$ cat src/rtl/fila_pkg.sv
// rtl/fila_pkg.sv - shared types and constants for the queue front-end controller
package fila_pkg;

    localparam int DATA_W        = 8;
    localparam int DEPTH_DEFAULT = 8;

    typedef enum logic [2:0] {
        IDLE,
        ENQ,
        DEQ,
        CAPT,
        HOLD
    } fila_state_t;

endpackage

$ cat src/rtl/botao_sync.sv
// rtl/botao_sync.sv - button synchronizer with optional debounce (FILA_CTRL_DEBOUNCE_EN)
module botao_sync
`ifdef FILA_CTRL_DEBOUNCE_EN
#(
    parameter int DEBOUNCE_CYCLES = 16
)
`endif
(
    input  logic clk_10KHz,
    input  logic reset,
    input  logic button,
    output logic level,
    output logic rise
);

    logic [1:0] sync;
    logic       level_q;

    always_ff @(posedge clk_10KHz) begin
        if (!reset) begin
            sync <= 2'b00;
        end else begin
            sync <= {sync[0], button};
        end
    end

`ifdef FILA_CTRL_DEBOUNCE_EN
    localparam int CNT_W = $clog2(DEBOUNCE_CYCLES + 1);

    logic [CNT_W-1:0] cnt;
    logic             filt;

    // cnt counts consecutive samples that disagree with the filtered level
    always_ff @(posedge clk_10KHz) begin
        if (!reset) begin
            cnt  <= '0;
            filt <= 1'b0;
        end else if (sync[1] == filt) begin
            cnt  <= '0;
        end else if (cnt == CNT_W'(DEBOUNCE_CYCLES - 1)) begin
            filt <= sync[1];
            cnt  <= '0;
        end else begin
            cnt  <= cnt + 1'b1;
        end
    end

    assign level = filt;
`else
    assign level = sync[1];
`endif

    always_ff @(posedge clk_10KHz) begin
        if (!reset) begin
            level_q <= 1'b0;
        end else begin
            level_q <= level;
        end
    end

    assign rise = level & ~level_q;

endmodule

$ cat src/rtl/fila_ctrl.sv
// rtl/fila_ctrl.sv - push/pop button front-end for a queue; debounce via FILA_CTRL_DEBOUNCE_EN
module fila_ctrl
    import fila_pkg::*;
#(
    parameter int DEPTH = DEPTH_DEFAULT
`ifdef FILA_CTRL_DEBOUNCE_EN
    ,
    parameter int DEBOUNCE_CYCLES = 16
`endif
)
(
    input  logic              clk_10KHz,
    input  logic              reset,
    input  logic              push_in,
    input  logic              pop_in,
    input  logic [DATA_W-1:0] sw_in,
    input  logic [DATA_W-1:0] len_in,
    input  logic [DATA_W-1:0] fila_data_in,
    output logic [DATA_W-1:0] data_out,
    output logic              enqueue_out,
    output logic              dequeue_out,
    output logic [DATA_W-1:0] value_out,
    output logic              valid_out,
    output logic              full_out,
    output logic              empty_out,
    output logic              error_out
);

    fila_state_t state, state_nxt;
    logic        push_lvl, push_rise;
    logic        pop_lvl, pop_rise;
    logic        load_data, capture, refuse;

`ifdef FILA_CTRL_DEBOUNCE_EN
    botao_sync #(.DEBOUNCE_CYCLES(DEBOUNCE_CYCLES)) u_push (
`else
    botao_sync u_push (
`endif
        .clk_10KHz (clk_10KHz),
        .reset     (reset),
        .button    (push_in),
        .level     (push_lvl),
        .rise      (push_rise)
    );

`ifdef FILA_CTRL_DEBOUNCE_EN
    botao_sync #(.DEBOUNCE_CYCLES(DEBOUNCE_CYCLES)) u_pop (
`else
    botao_sync u_pop (
`endif
        .clk_10KHz (clk_10KHz),
        .reset     (reset),
        .button    (pop_in),
        .level     (pop_lvl),
        .rise      (pop_rise)
    );

    assign full_out  = (len_in >= DATA_W'(DEPTH));
    assign empty_out = (len_in == '0);

    always_comb begin
        state_nxt = state;
        load_data = 1'b0;
        capture   = 1'b0;
        refuse    = 1'b0;
        case (state)
            IDLE: begin
                if (push_rise && pop_rise) begin
                    refuse    = 1'b1;
                    state_nxt = HOLD;
                end else if (push_rise) begin
                    if (full_out) begin
                        refuse    = 1'b1;
                        state_nxt = HOLD;
                    end else begin
                        load_data = 1'b1;
                        state_nxt = ENQ;
                    end
                end else if (pop_rise) begin
                    if (empty_out) begin
                        refuse    = 1'b1;
                        state_nxt = HOLD;
                    end else begin
                        state_nxt = DEQ;
                    end
                end
            end
            ENQ:  state_nxt = HOLD;
            DEQ:  state_nxt = CAPT;
            CAPT: begin
                capture   = 1'b1;
                state_nxt = HOLD;
            end
            HOLD: begin
                // wait for both buttons released so a held button yields one request
                if (!push_lvl && !pop_lvl) begin
                    state_nxt = IDLE;
                end
            end
            default: state_nxt = IDLE;
        endcase
    end

    always_ff @(posedge clk_10KHz) begin
        if (!reset) begin
            state     <= IDLE;
            data_out  <= '0;
            value_out <= '0;
            valid_out <= 1'b0;
            error_out <= 1'b0;
        end else begin
            state     <= state_nxt;
            valid_out <= capture;
            error_out <= refuse;
            if (load_data) begin
                data_out <= sw_in;
            end
            if (capture) begin
                value_out <= fila_data_in;
            end
        end
    end

    assign enqueue_out = (state == ENQ);
    assign dequeue_out = (state == DEQ);

endmodule
$ cat config.mk
export PLATFORM = sky130hd
export DESIGN_NAME = fila_ctrl
export DESIGN_NICKNAME = d
export VERILOG_FILES = /design/src/rtl/fila_pkg.sv /design/src/rtl/botao_sync.sv /design/src/rtl/fila_ctrl.sv
export SDC_FILE = /design/constraint.sdc
export NUM_CORES = 1
export LEC_CHECK = 0
export ABC_CLOCK_PERIOD_IN_PS = 2850
export CORE_MARGIN = 10
export CORE_UTILIZATION = 43
export CTS_CLUSTER_DIAMETER = 50
export DETAILED_ROUTE_END_ITERATION = 7
export GPL_ROUTABILITY_DRIVEN = 0
export PLACE_DENSITY = 0.85
export SYNTH_ARGS = -nofsm -noshare
export SYNTH_HDL_FRONTEND = slang
export SYNTH_SLANG_ARGS = --single-unit
$ cat constraint.sdc
create_clock -name clk_10KHz -period 2.85 [get_ports clk_10KHz]
set_clock_uncertainty 0.2 [all_clocks]
set_input_delay 0.57 -clock clk_10KHz [delete_from_list [all_inputs] [get_ports clk_10KHz]]
set_output_delay 0.57 -clock clk_10KHz [all_outputs]
set_load 0.02 [all_outputs]
# [Yosys cells after proc, flatten, opt, wreduce, memory -nomap -nowiden]
# Cells that the tools add are included.
# Widths: inputs -> output; s select.
[totals] regBits=27 input_bits=28 output_inout_bits=22 elab_cells=46
[classes] magnitude_cmp=1 eq_ne=6 n_mux=17 n_bitwise=4 n_reduce_logical=9
[ops] operator="$mux 3" n=6
[ops] operator="$pmux 3 s4" n=1
[ops] operator="$mux 1" n=10
[ops] operator="$ge 8x4->1 const B" n=1
[ops] operator="$logic_not 8->1" n=1
[ops] operator="$eq 3x2->1 const B" n=2
[ops] operator="$ne 4x4->1 const B" n=1
[ops] operator="$reduce_and 2->1" n=2
[ops] operator="$eq 3x1->1 const B" n=1
[ops] operator="$eq 3x3->1 const B" n=1
[ops] operator="$logic_not 3->1" n=1
[ops] operator="$and 1x1->1" n=2
[ops] operator="$logic_and 1x1->1" n=2
[ops] operator="$logic_not 1->1" n=2
[ops] operator="$ne 2x2->1 const B" n=1
[ops] operator="$not 1->1" n=2
[ops] operator="$reduce_or 2->1" n=1

# [Depth between registers and ports, before layout]
# Gate-level depths: netlist (run 1).
[logic_depth] ltp_word=6 ltp_mapped=5 mapped_depth_nobuf=4

# [Cells and area by module]
# Synthesis (run 1) repeated with hierarchy kept, for this count alone.
[unflattened] cells_unflattened=101 hier_area_um2=1033.5
[modules_own_cells] module="fila_ctrl" n_inst=1 cells_per_inst=87 area_each_um2=848.3 seq_area_each_um2=420.4
[modules_own_cells] module="botao_sync" n_inst=2 cells_per_inst=7 area_each_um2=92.6 seq_area_each_um2=60.1

# [Least setup slack after synthesis (run 1)]
# OpenSTA, ideal clock, no wires.
[synth_timing] path_kind="input-to-output" startpoint="input port len_in[4]" endpoint="output port empty_out" arrival_time_ns=1.187 t_required_ns=2.080 setup_slack_ns=0.893 cell_stages=3 n_path_buf=0 path_cell_list="nor4_4 -> nand3b_1 -> inv_1"
[synth_between] elab_chain_cells=1
[synth_lines] element="start: declaration" line_no="fila_ctrl.sv:17" text="input logic [DATA_W-1:0] len_in,"
[synth_lines] element="$logic_not 8->1" line_no="fila_ctrl.sv:59" text="assign empty_out = (len_in == '0);"
[synth_lines] element="end: declaration" line_no="fila_ctrl.sv:25" text="output logic empty_out,"
# No other way between the ends.

# [Worst setup path after layout (run 1)]
[layout_timing] startpoint="input port len_in[4]" endpoint="output port full_out"
[layout_between] elab_chain_cells=1
[layout_lines] element="$ge 8x4->1" line_no="fila_ctrl.sv:58" text="assign full_out = (len_in >= DATA_W'(DEPTH));"
[layout_lines] element="end: declaration" line_no="fila_ctrl.sv:24" text="output logic full_out,"
# No other way between the ends.

==> results of run 1 <==
==> what timing repair did <==
action,CTS,global route
endpoints found under the hold margin,0,0
resized for setup,2,0
setup endpoints to repair,2,0
==> worst max-delay path by stage <==
stage	depth (start not counted)	from	slack, ns	to
2_1_floorplan	3	len_in[4]	0.89	empty_out
3_3_place_gp	5	len_in[4]	-0.04	empty_out
3_5_place_dp	5	len_in[4]	-0.08	empty_out
4_1_cts	4	len_in[4]	0.15	full_out
5_1_grt	2	state[1]	0.06	dequeue_out
6_report	4	len_in[4]	0.16	full_out
==> power by group <==
| part | switching [uW] | internal, uW | total [uW] |
|---|---|---|---|
| clock | 118 | 53.9 | 172 |
| combinational | 61.4 | 82.9 | 144 |
| sequential | 18.6 | 391 | 409 |
| total | 198 | 528 | 725 |
==> cell families (layout without fill, tap and decap cells) <==
group	Yosys count	in the layout	synth area share
buffers and inverters	6	58	0.0303
muxes	8	8	0.0747
and+or+nand+nor	46	46	0.260
DFF	27	27	0.504
AOI/OAI and AO/OA	24	24	0.131
==> cell type report <==
type	instances	area, um2
Sequential cell	27	541
Clock inverter	1	7.51
Multi-Input combinational cell	78	499
Clock buffer	3	22.5
Fill cell	221	807
Inverter	2	7.51
Timing Repair Buffer	52	510
Tap cell	30	37.5
==> layout by cell type, fill, tap and decap left out <==
master and n:
sky130_fd_sc_hd__o22ai_2 1, sky130_fd_sc_hd__nor4_4 1, sky130_fd_sc_hd__nand3b_1 3, sky130_fd_sc_hd__nand2b_2 1, sky130_fd_sc_hd__o21ai_0 8, sky130_fd_sc_hd__or2b_1 1
sky130_fd_sc_hd__nor2_1 13, sky130_fd_sc_hd__clkbuf_4 3, sky130_fd_sc_hd__clkinv_1 1, sky130_fd_sc_hd__nor3b_1 1, sky130_fd_sc_hd__o311ai_0 1, sky130_fd_sc_hd__nor2b_1 1
sky130_fd_sc_hd__clkinvlp_4 1, sky130_fd_sc_hd__and2_1 7, sky130_fd_sc_hd__nand3_1 8, sky130_fd_sc_hd__a31oi_1 2, sky130_fd_sc_hd__dlygate4sd2_1 2, sky130_fd_sc_hd__a21oi_1 10
sky130_fd_sc_hd__nand2b_1 3, sky130_fd_sc_hd__and3_1 1, sky130_fd_sc_hd__o41ai_1 1, sky130_fd_sc_hd__nor3_4 1, sky130_fd_sc_hd__dfxtp_1 27, sky130_fd_sc_hd__o21a_1 1
sky130_fd_sc_hd__buf_4 3, sky130_fd_sc_hd__clkdlybuf4s50_1 47, sky130_fd_sc_hd__inv_1 1, sky130_fd_sc_hd__mux2i_1 8, sky130_fd_sc_hd__nand2_1 2, sky130_fd_sc_hd__and3b_1 1
sky130_fd_sc_hd__nor3_1 1, sky130_fd_sc_hd__or4b_1 1
==> critical path, delay by kind of cell <==
family / cells / cell delay, ns
buf+inv: 2 / 0.77
simple gates: 2 / 0.57
==> per-stage QoR <==
step	instance area [um2]	total power, uW
final	1630	725
after global routing	1630	764
after CTS	1630	733
after detailed placement	1600	563
after global placement	1600	558
after floorplan	1070	494
==> per-layer routing <==
layer	vias to the layer above	GRT usage
met2	28	0.227
met3	3	0.0367
li1	494	-
met4	0	0.0395
met1	448	0.125
met5	-	0
==> state kept, by name (all words and copies together) (netlist names) <==
signal / cells
u_pop.level_q: 1
u_push.sync: 2
state: 3
valid_out: 1
value_out: 8
error_out: 1
u_pop.sync: 2
data_out: 8
u_push.level_q: 1
==> impl_summary.log, run 1 <==
[metrics] flip-flop cell with the highest count after synthesis: sky130_fd_sc_hd__dfxtp_1
[metrics] Leakage: 0.000647 uW
[metrics] maximum VDD drop: 0.434 mV
[metrics] DRC marker count from the first detailed-route iteration: 65
[metrics] number of port buffers: 49
[metrics] status: complete, no violations
[metrics] data required time at the worst endpoint: 2.08 ns
[metrics] Critical Path Slowest Stage Cell: sky130_fd_sc_hd__clkdlybuf4s50_1
[metrics] power density over cell area: 446 nW/um2
[metrics] worst setup slack for register-to-register paths: 1.08 ns
[metrics] via density per instance: 5.04
[metrics] share of post-route cells with drive strength above 1: 0.0675
[metrics] Routed Antenna Nets: 0
[metrics] wire length of the first global-routing pass: 4970 um
[metrics] setup repair after global routing missed its margin: false
[metrics] max-slew violation total from the final report: 0
[metrics] total setup violations reported at the end of the flow: 0
[metrics] worst-case reg-to-reg path depth: 4
[metrics] non-filler cells in the finished layout: 193
[metrics] Syn Area/Cell: 9.66 um2
[metrics] number of enable-type register cells in the synthesized netlist: 0
[metrics] flip-flop and latch count after synthesis: 27
[metrics] kind of start point of the critical path: input pin
[metrics] routed length per placed instance: 15.4 um
[metrics] CTS tree: yes
[metrics] Hold Crit Start: u_pop.sync[0]
[metrics] final hold viol count: 0
[metrics] metal2 WL: 1600 um
[metrics] Starting Density: 0.441
[metrics] later-pin clock latency in the skew report: 0.34 ns
[metrics] uppermost routed layer: met4
[metrics] Netlist cell types: 30
[metrics] top cells by area in the synthesized netlist: sky130_fd_sc_hd__dfxtp_1 (50%), sky130_fd_sc_hd__mux2i_1 (7.5%), sky130_fd_sc_hd__a21oi_1 (4.7%), sky130_fd_sc_hd__nor2_1 (4.6%), sky130_fd_sc_hd__and2_1 (4.1%)
[metrics] Synth Warn #: 0
[metrics] setup slack after placement: -0.0850 ns
[metrics] post-synthesis instance area: 1070 um2
[metrics] Mapped Nets: 139
[metrics] total routed wirelength: 2980 um
[metrics] highest achievable clock rate: 372 MHz
[metrics] capture point of the worst reg-to-reg path: data_out[0]
[metrics] number of H-tree levels: 1
[metrics] number of CTS-inserted buffers: 3
[metrics] y dimension of the die: 69.9 um
[metrics] instance count along the most critical hold path: 1
[metrics] leading cell type by number of instances after synthesis: sky130_fd_sc_hd__dfxtp_1
[metrics] Final WS setup: 0.164 ns
[metrics] DR WL met3: 129 um
[metrics] setup repair bufs after CTS: 0
[metrics] number of global-route vias before repair: 1067
[metrics] data arrival at the endpoint of the critical path: 1.92 ns
[metrics] pin slew with the least headroom to its limit: 0.566 ns
[metrics] worst-path maximum fanout: 3
[metrics] via total after detailed routing: 973
[metrics] Min Hold Slack: 0.261 ns
[metrics] endpoint class of the critical path: output pin
[metrics] setup total negative slack: 0 ns
[metrics] count of clock tree sinks: 27
[metrics] Endpoint, Worst Hold: u_pop.sync[1]
[metrics] worst flop-to-flop path startpoint: state[1]
[metrics] first-pass iteration count of the detailed router: 4
[metrics] placed cells: 189
[metrics] clock input transition at the sequential cells of the worst setup and hold paths: 0.14 ns
[metrics] sum of routed wire segments on met1: 1210 um
[metrics] number of top-level pins: 50
[metrics] placement row count: 18
[metrics] CP Class: in -> out
[metrics] chain of cells forming the critical path: clkdlybuf4s50_1, nor4_4, or2b_1, dlygate4sd2_1
[metrics] diode count: 0
[metrics] final critical-path share of the clock period: 0.942
[metrics] max_slew headroom: 0.622
[metrics] layout net count: 192
[metrics] pin count of the biggest net entering global routing: 17
[metrics] Async S/R FF share, synth: 0
[metrics] worst stage delay on the critical path: 0.45 ns
[metrics] global-route congestion overflow total: 0
[metrics] maximum buffer depth of the clock tree: 2
[metrics] DRC errors left: 0
[metrics] part of the Yosys area used for sequential elements: 0.504
[metrics] Post-DP HPWL: 2450 um
[metrics] synthesized instance count: 111
[metrics] signed area change from the synthesized netlist to the final layout: 51.6%
[metrics] library cell used as clock root buffer: sky130_fd_sc_hd__clkbuf_4
[metrics] core region area: 2430 um2
[metrics] final cell utilization of the core: 0.668
[metrics] area fraction of the dominant cell type after synthesis: 0.504
[metrics] initial antenna violation count: 0
[metrics] All-Layer GR Usage: 0.122
[metrics] most frequent cells after synthesis: sky130_fd_sc_hd__dfxtp_1 (27), sky130_fd_sc_hd__nor2_1 (13), sky130_fd_sc_hd__a21oi_1 (10)
[metrics] worst min-delay path class: reg -> reg
[metrics] number of buffers inserted by hold repair at cts: 0
[metrics] Die ar.: 4890 um2
[metrics] final critical-path required period: 2.69 ns
[metrics] die width: 69.9 um
[metrics] library cell occupying the most area in the post-synthesis netlist: sky130_fd_sc_hd__dfxtp_1
[metrics] max_cap viols: 0
(Power assumes the default switching activity.)
==> inputs of run 2 (changes only) <==
--- a/config.mk
+++ b/config.mk
@@ -6,12 +6,12 @@
 export NUM_CORES = 1
 export LEC_CHECK = 0
 export ABC_CLOCK_PERIOD_IN_PS = 2850
-export CORE_MARGIN = 10
 export CORE_UTILIZATION = 43
 export CTS_CLUSTER_DIAMETER = 50
 export DETAILED_ROUTE_END_ITERATION = 7
 export GPL_ROUTABILITY_DRIVEN = 0
 export PLACE_DENSITY = 0.85
+export REMOVE_ABC_BUFFERS = 1
 export SYNTH_ARGS = -nofsm -noshare
 export SYNTH_HDL_FRONTEND = slang
 export SYNTH_SLANG_ARGS = --single-unit
==> impl_summary.log, run 2 (same netlist as run 1, synthesis figures left out) <==
[metrics] Post-DP HPWL: 1910 um (was 2450 um)
[metrics] total setup violations reported at the end of the flow: 0 (unchanged)
[metrics] number of CTS-inserted buffers: 3 (unchanged)
[metrics] clock input transition at the sequential cells of the worst setup and hold paths: 0.13 ns (was 0.14 ns)
[metrics] pin count of the biggest net entering global routing: 15 (was 17)
[metrics] placement row count: 17 (was 18)
[metrics] max_cap viols: 0 (unchanged)
[metrics] highest achievable clock rate: 371 MHz (was 372 MHz)
[metrics] kind of start point of the critical path: input pin (unchanged)
[metrics] number of top-level pins: 50 (unchanged)
[metrics] DRC marker count from the first detailed-route iteration: 10 (was 65)
[metrics] core region area: 2280 um2 (was 2430 um2)
[metrics] worst min-delay path class: reg -> reg (unchanged)
[metrics] global-route congestion overflow total: 0 (unchanged)
[metrics] final hold viol count: 0 (unchanged)
[metrics] share of post-route cells with drive strength above 1: 0.0613 (was 0.0675)
[metrics] Top Registers: data_out x8, value_out x8, state x3 (unchanged)
[metrics] count of clock tree sinks: 27 (unchanged)
[metrics] max_slew headroom: 0.607 (was 0.622)
[metrics] first-pass iteration count of the detailed router: 4 (unchanged)
[metrics] final critical-path required period: 2.69 ns (about the same)
[metrics] routed length per placed instance: 13.0 um (was 15.4 um)
[metrics] number of H-tree levels: 1 (unchanged)
[metrics] die width: 51.9 um (was 69.9 um)
[metrics] initial antenna violation count: 0 (unchanged)
[metrics] final critical-path share of the clock period: 0.945 (was 0.942)
[metrics] number of port buffers: 49 (unchanged)
[metrics] library cell used as clock root buffer: sky130_fd_sc_hd__clkbuf_4 (unchanged)
[metrics] power density over cell area: 442 nW/um2 (was 446 nW/um2)
[metrics] fraction of power consumed by combinational cells: 0.201 (was 0.199)
[metrics] via total after detailed routing: 1000 (was 973)
[metrics] quantity of gates resized following cts: 2 (unchanged)
[metrics] placed cells: 187 (was 189)
[metrics] DRC errors left: 0 (unchanged)
[metrics] Die ar.: 2700 um2 (was 4890 um2)
[metrics] later-pin clock latency in the skew report: 0.32 ns (was 0.34 ns)
[metrics] portion of total power attributed to the clock network: 0.227 (was 0.237)
[metrics] CP Class: in -> out (unchanged)
[metrics] switching component of the power: 187 uW (was 198 uW)
[metrics] Routed Antenna Nets: 0 (unchanged)
[metrics] max-slew violation total from the final report: 0 (unchanged)
[metrics] data arrival at the endpoint of the critical path: 1.92 ns (about the same)
[metrics] worst-path maximum fanout: 3 (unchanged)
[metrics] setup total negative slack: 0 ns (unchanged)
[metrics] wire length of the first global-routing pass: 4060 um (was 4970 um)
[metrics] data required time at the worst endpoint: 2.08 ns (about the same)
[metrics] portion of total power attributed to sequential cells: 0.572 (was 0.564)
[metrics] Starting Density: 0.471 (was 0.441)
[metrics] layout net count: 192 (unchanged)
[metrics] setup repair bufs after CTS: 0 (unchanged)
[metrics] via density per instance: 5.24 (was 5.04)
[metrics] number of global-route vias before repair: 986 (was 1067)
[metrics] non-filler cells in the finished layout: 191 (was 193)
[metrics] total design power: 716 uW (was 725 uW)
[metrics] signed area change from the synthesized netlist to the final layout: 51.0% (was 51.6%)
[metrics] status: complete, no violations (unchanged)
[metrics] pin slew with the least headroom to its limit: 0.588 ns (was 0.566 ns)
[metrics] y dimension of the die: 51.9 um (was 69.9 um)
[metrics] endpoint class of the critical path: output pin (unchanged)
[metrics] setup repair after global routing missed its margin: false (unchanged)
[metrics] top library cells by usage in the layout, fill and taps aside: sky130_fd_sc_hd__clkdlybuf4s50_1 (47), sky130_fd_sc_hd__dfxtp_1 (27), sky130_fd_sc_hd__nor2_1 (13), sky130_fd_sc_hd__a21oi_1 (10) (unchanged)
[metrics] internal power: 528 uW (about the same)
[metrics] maximum VDD drop: 0.316 mV (was 0.434 mV)
[metrics] switching power as a share of total power: 0.262 (was 0.273)
[metrics] diode count: 0 (unchanged)
[metrics] All-Layer GR Usage: 0.205 (was 0.122)
[metrics] Leakage: 0.000648 uW (was 0.000647 uW)
[metrics] CTS tree: yes (unchanged)
[metrics] most common cell after layout, fill and taps aside: sky130_fd_sc_hd__clkdlybuf4s50_1 (unchanged)
[metrics] total routed wirelength: 2480 um (was 2980 um)
[metrics] maximum buffer depth of the clock tree: 2 (unchanged)
[metrics] number of buffers inserted by hold repair at cts: 0 (unchanged)
run 2: layout make-up:
| class | count | area (um2) |
|---|---|---|
| inverters | 2 | 7.51 |
| flip-flops and latches | 27 | 541 |
| fillers | 192 | 657 |
| clock buffers | 4 | 26.3 |
| well taps | 28 | 35.0 |
| repair buffers | 52 | 510 |
| multi-input cells | 78 | 499 |
run 2: worst max-delay path, stage by stage:
cell and delay [ns]:
sky130_fd_sc_hd__clkdlybuf4s50_1 0.45, sky130_fd_sc_hd__nor4_4 0.33, sky130_fd_sc_hd__or2b_1 0.26, sky130_fd_sc_hd__dlygate4sd2_1 0.32
run 2: layer usage:
| metal | global-route usage | vias to the layer above | wire length, um |
|---|---|---|---|
| li1 | - | 494 | - |
| met1 | 0.213 | 464 | 1010 |
| met2 | 0.378 | 38 | 1250 |
| met3 | 0.0497 | 4 | 186 |
| met4 | 0.0946 | 0 | 36 |
| met5 | 0 | - | 0 |
run 2: through the flow:
stage	utilization	instance area [um2]	hold slack, ns	setup WS, ns
floorplan	-	1050	0.212	0.893
global placement	0.701	1600	0.215	-0.0238
detailed placement	0.701	1600	0.228	-0.0745
CTS	0.711	1620	0.260	0.139
global route	0.711	1620	0.276	0.0357
finish	0.711	1620	0.254	0.155
run 2: path summary, 6_finish.rpt:
kind | startpoint | endpoint | slack [ns] | cells past startpoint
worst max-delay path | len_in[4] | full_out | 0.16 | 4
worst min-delay path | u_push.sync[0] | u_push.sync[1] | 0.25 | 1
worst max register to register | state[1] | data_out[4] | 1.05 | 4
worst min register to register | u_push.sync[0] | u_push.sync[1] | 0.25 | 1
run 2: power by group through the flow:
stage / Combinational [uW] / Sequential (uW) / Clock, uW
floorplan: 76.6 / 416 / 0
global placement: 140 / 417 / 0
detailed placement: 144 / 417 / 0
CTS: 145 / 409 / 169
global route: 157 / 413 / 182
finish: 144 / 409 / 162
==> RTL edit: new RTL, settings of run 1 <==
Change the package constant `DATA_W` from 8 to 6.
--- a/src/rtl/fila_pkg.sv
+++ b/src/rtl/fila_pkg.sv
@@ -2,5 +2,5 @@
 package fila_pkg;
 
-    localparam int DATA_W        = 8;
+    localparam int DATA_W        = 6;
     localparam int DEPTH_DEFAULT = 8;
 
Ports: changed (5 resized); port bits go from 50 to 40. The function was not compared with the original's and may differ.
==> RTL edit against run 1 <==
Area after synthesis shrank 12%; wire length shrank 24%; sequential cell count shrank 4; setup slack lost 0.064 ns; critical endpoint unchanged; final area shrank 14%; largest power group unchanged; critical path depth grew 1; combinational power shrank 35%; power shrank 19%; highest routed layer unchanged; synthesized cell count shrank 16%.
==> RTL edit: results (changes against run 1) <==
status=finished, final reports clean; worst r2r dst=data_out[2]$_SDFFE_PN0P_; vias per cell=4.95 (-1.8%); Synth area leaders=dfxtp_1 49%, mux2i_1 6.4%, nor2b_1 6.0%; post-DP HPWL=1730 um (-29%); largest net degree at the start of global routing=23 (+6); M2 GR Usage=17.5% (-5.1 points); vias in the first global route=797 (-25%); WL met2=1200 um (-25%); clk_lat worst skew=0.31 ns (-0.03 ns); M1 GR Usage=9.99% (-2.5 points); DP Worst Slack=-0.0455 ns (+0.0394 ns); worst setup path startpoint=len_in[3]; Synth cell types=26 (-13%); R2R Setup Slk=1.30 ns (+0.22 ns); P_clk=149 uW (-13%); GRT Total Usage=10.5% (-1.7 points); Relative slew margins=58.9% (-3.3 points); part of the power in the clock network=25.5% (+1.8 points); Final Instance Count excl. Fillers=163 (-16%); per-cell routed wire length=13.9 um (-9.9%); Post-synth top cells=23 x dfxtp_1, 10 x nand2_1, 9 x nor2b_1; Clk pin slew, worst setup/hold paths=0.12 ns (-0.02 ns); maximum VDD drop=0.279 mV (-36%); Max Fclk=364 MHz (-2.3%); 1st-iter DRT viols=12 (-82%)
==> RTL edit: cell count changes in the layout (fill, tap and decap cells not counted), moves of 4 or more <==
| cell | change |
|---|---|
| a21boi_0 | +5 |
| nand2_1 | +8 |
| o21ai_0 | -6 |
| dfxtp_1 | -4 |
| a21oi_1 | -8 |
| clkdlybuf4s50_1 | -9 |
| nor2b_1 | +8 |
| nor2_1 | -10 |
==> RTL edit: logic make-up (layout without fill, tap and decap cells) <==
kind of cell    Yosys count  after routing  share of synthesized area (%)
buf+inv                   6             49                           3.19
compound gates           14             14                           10.1
flops                    23             23                           48.9
simple gates             44             44                           31.5
mux                       6              6                           6.37
==> RTL edit: cell type report <==
class | count | area, um2
Clock buffer | 4 | 26.3
Fill cell | 154 | 623
Inverter | 2 | 7.51
Multi-Input combinational cell | 64 | 452
Sequential cell | 23 | 460
Tap cell | 27 | 33.8
Timing Repair Buffer | 43 | 419
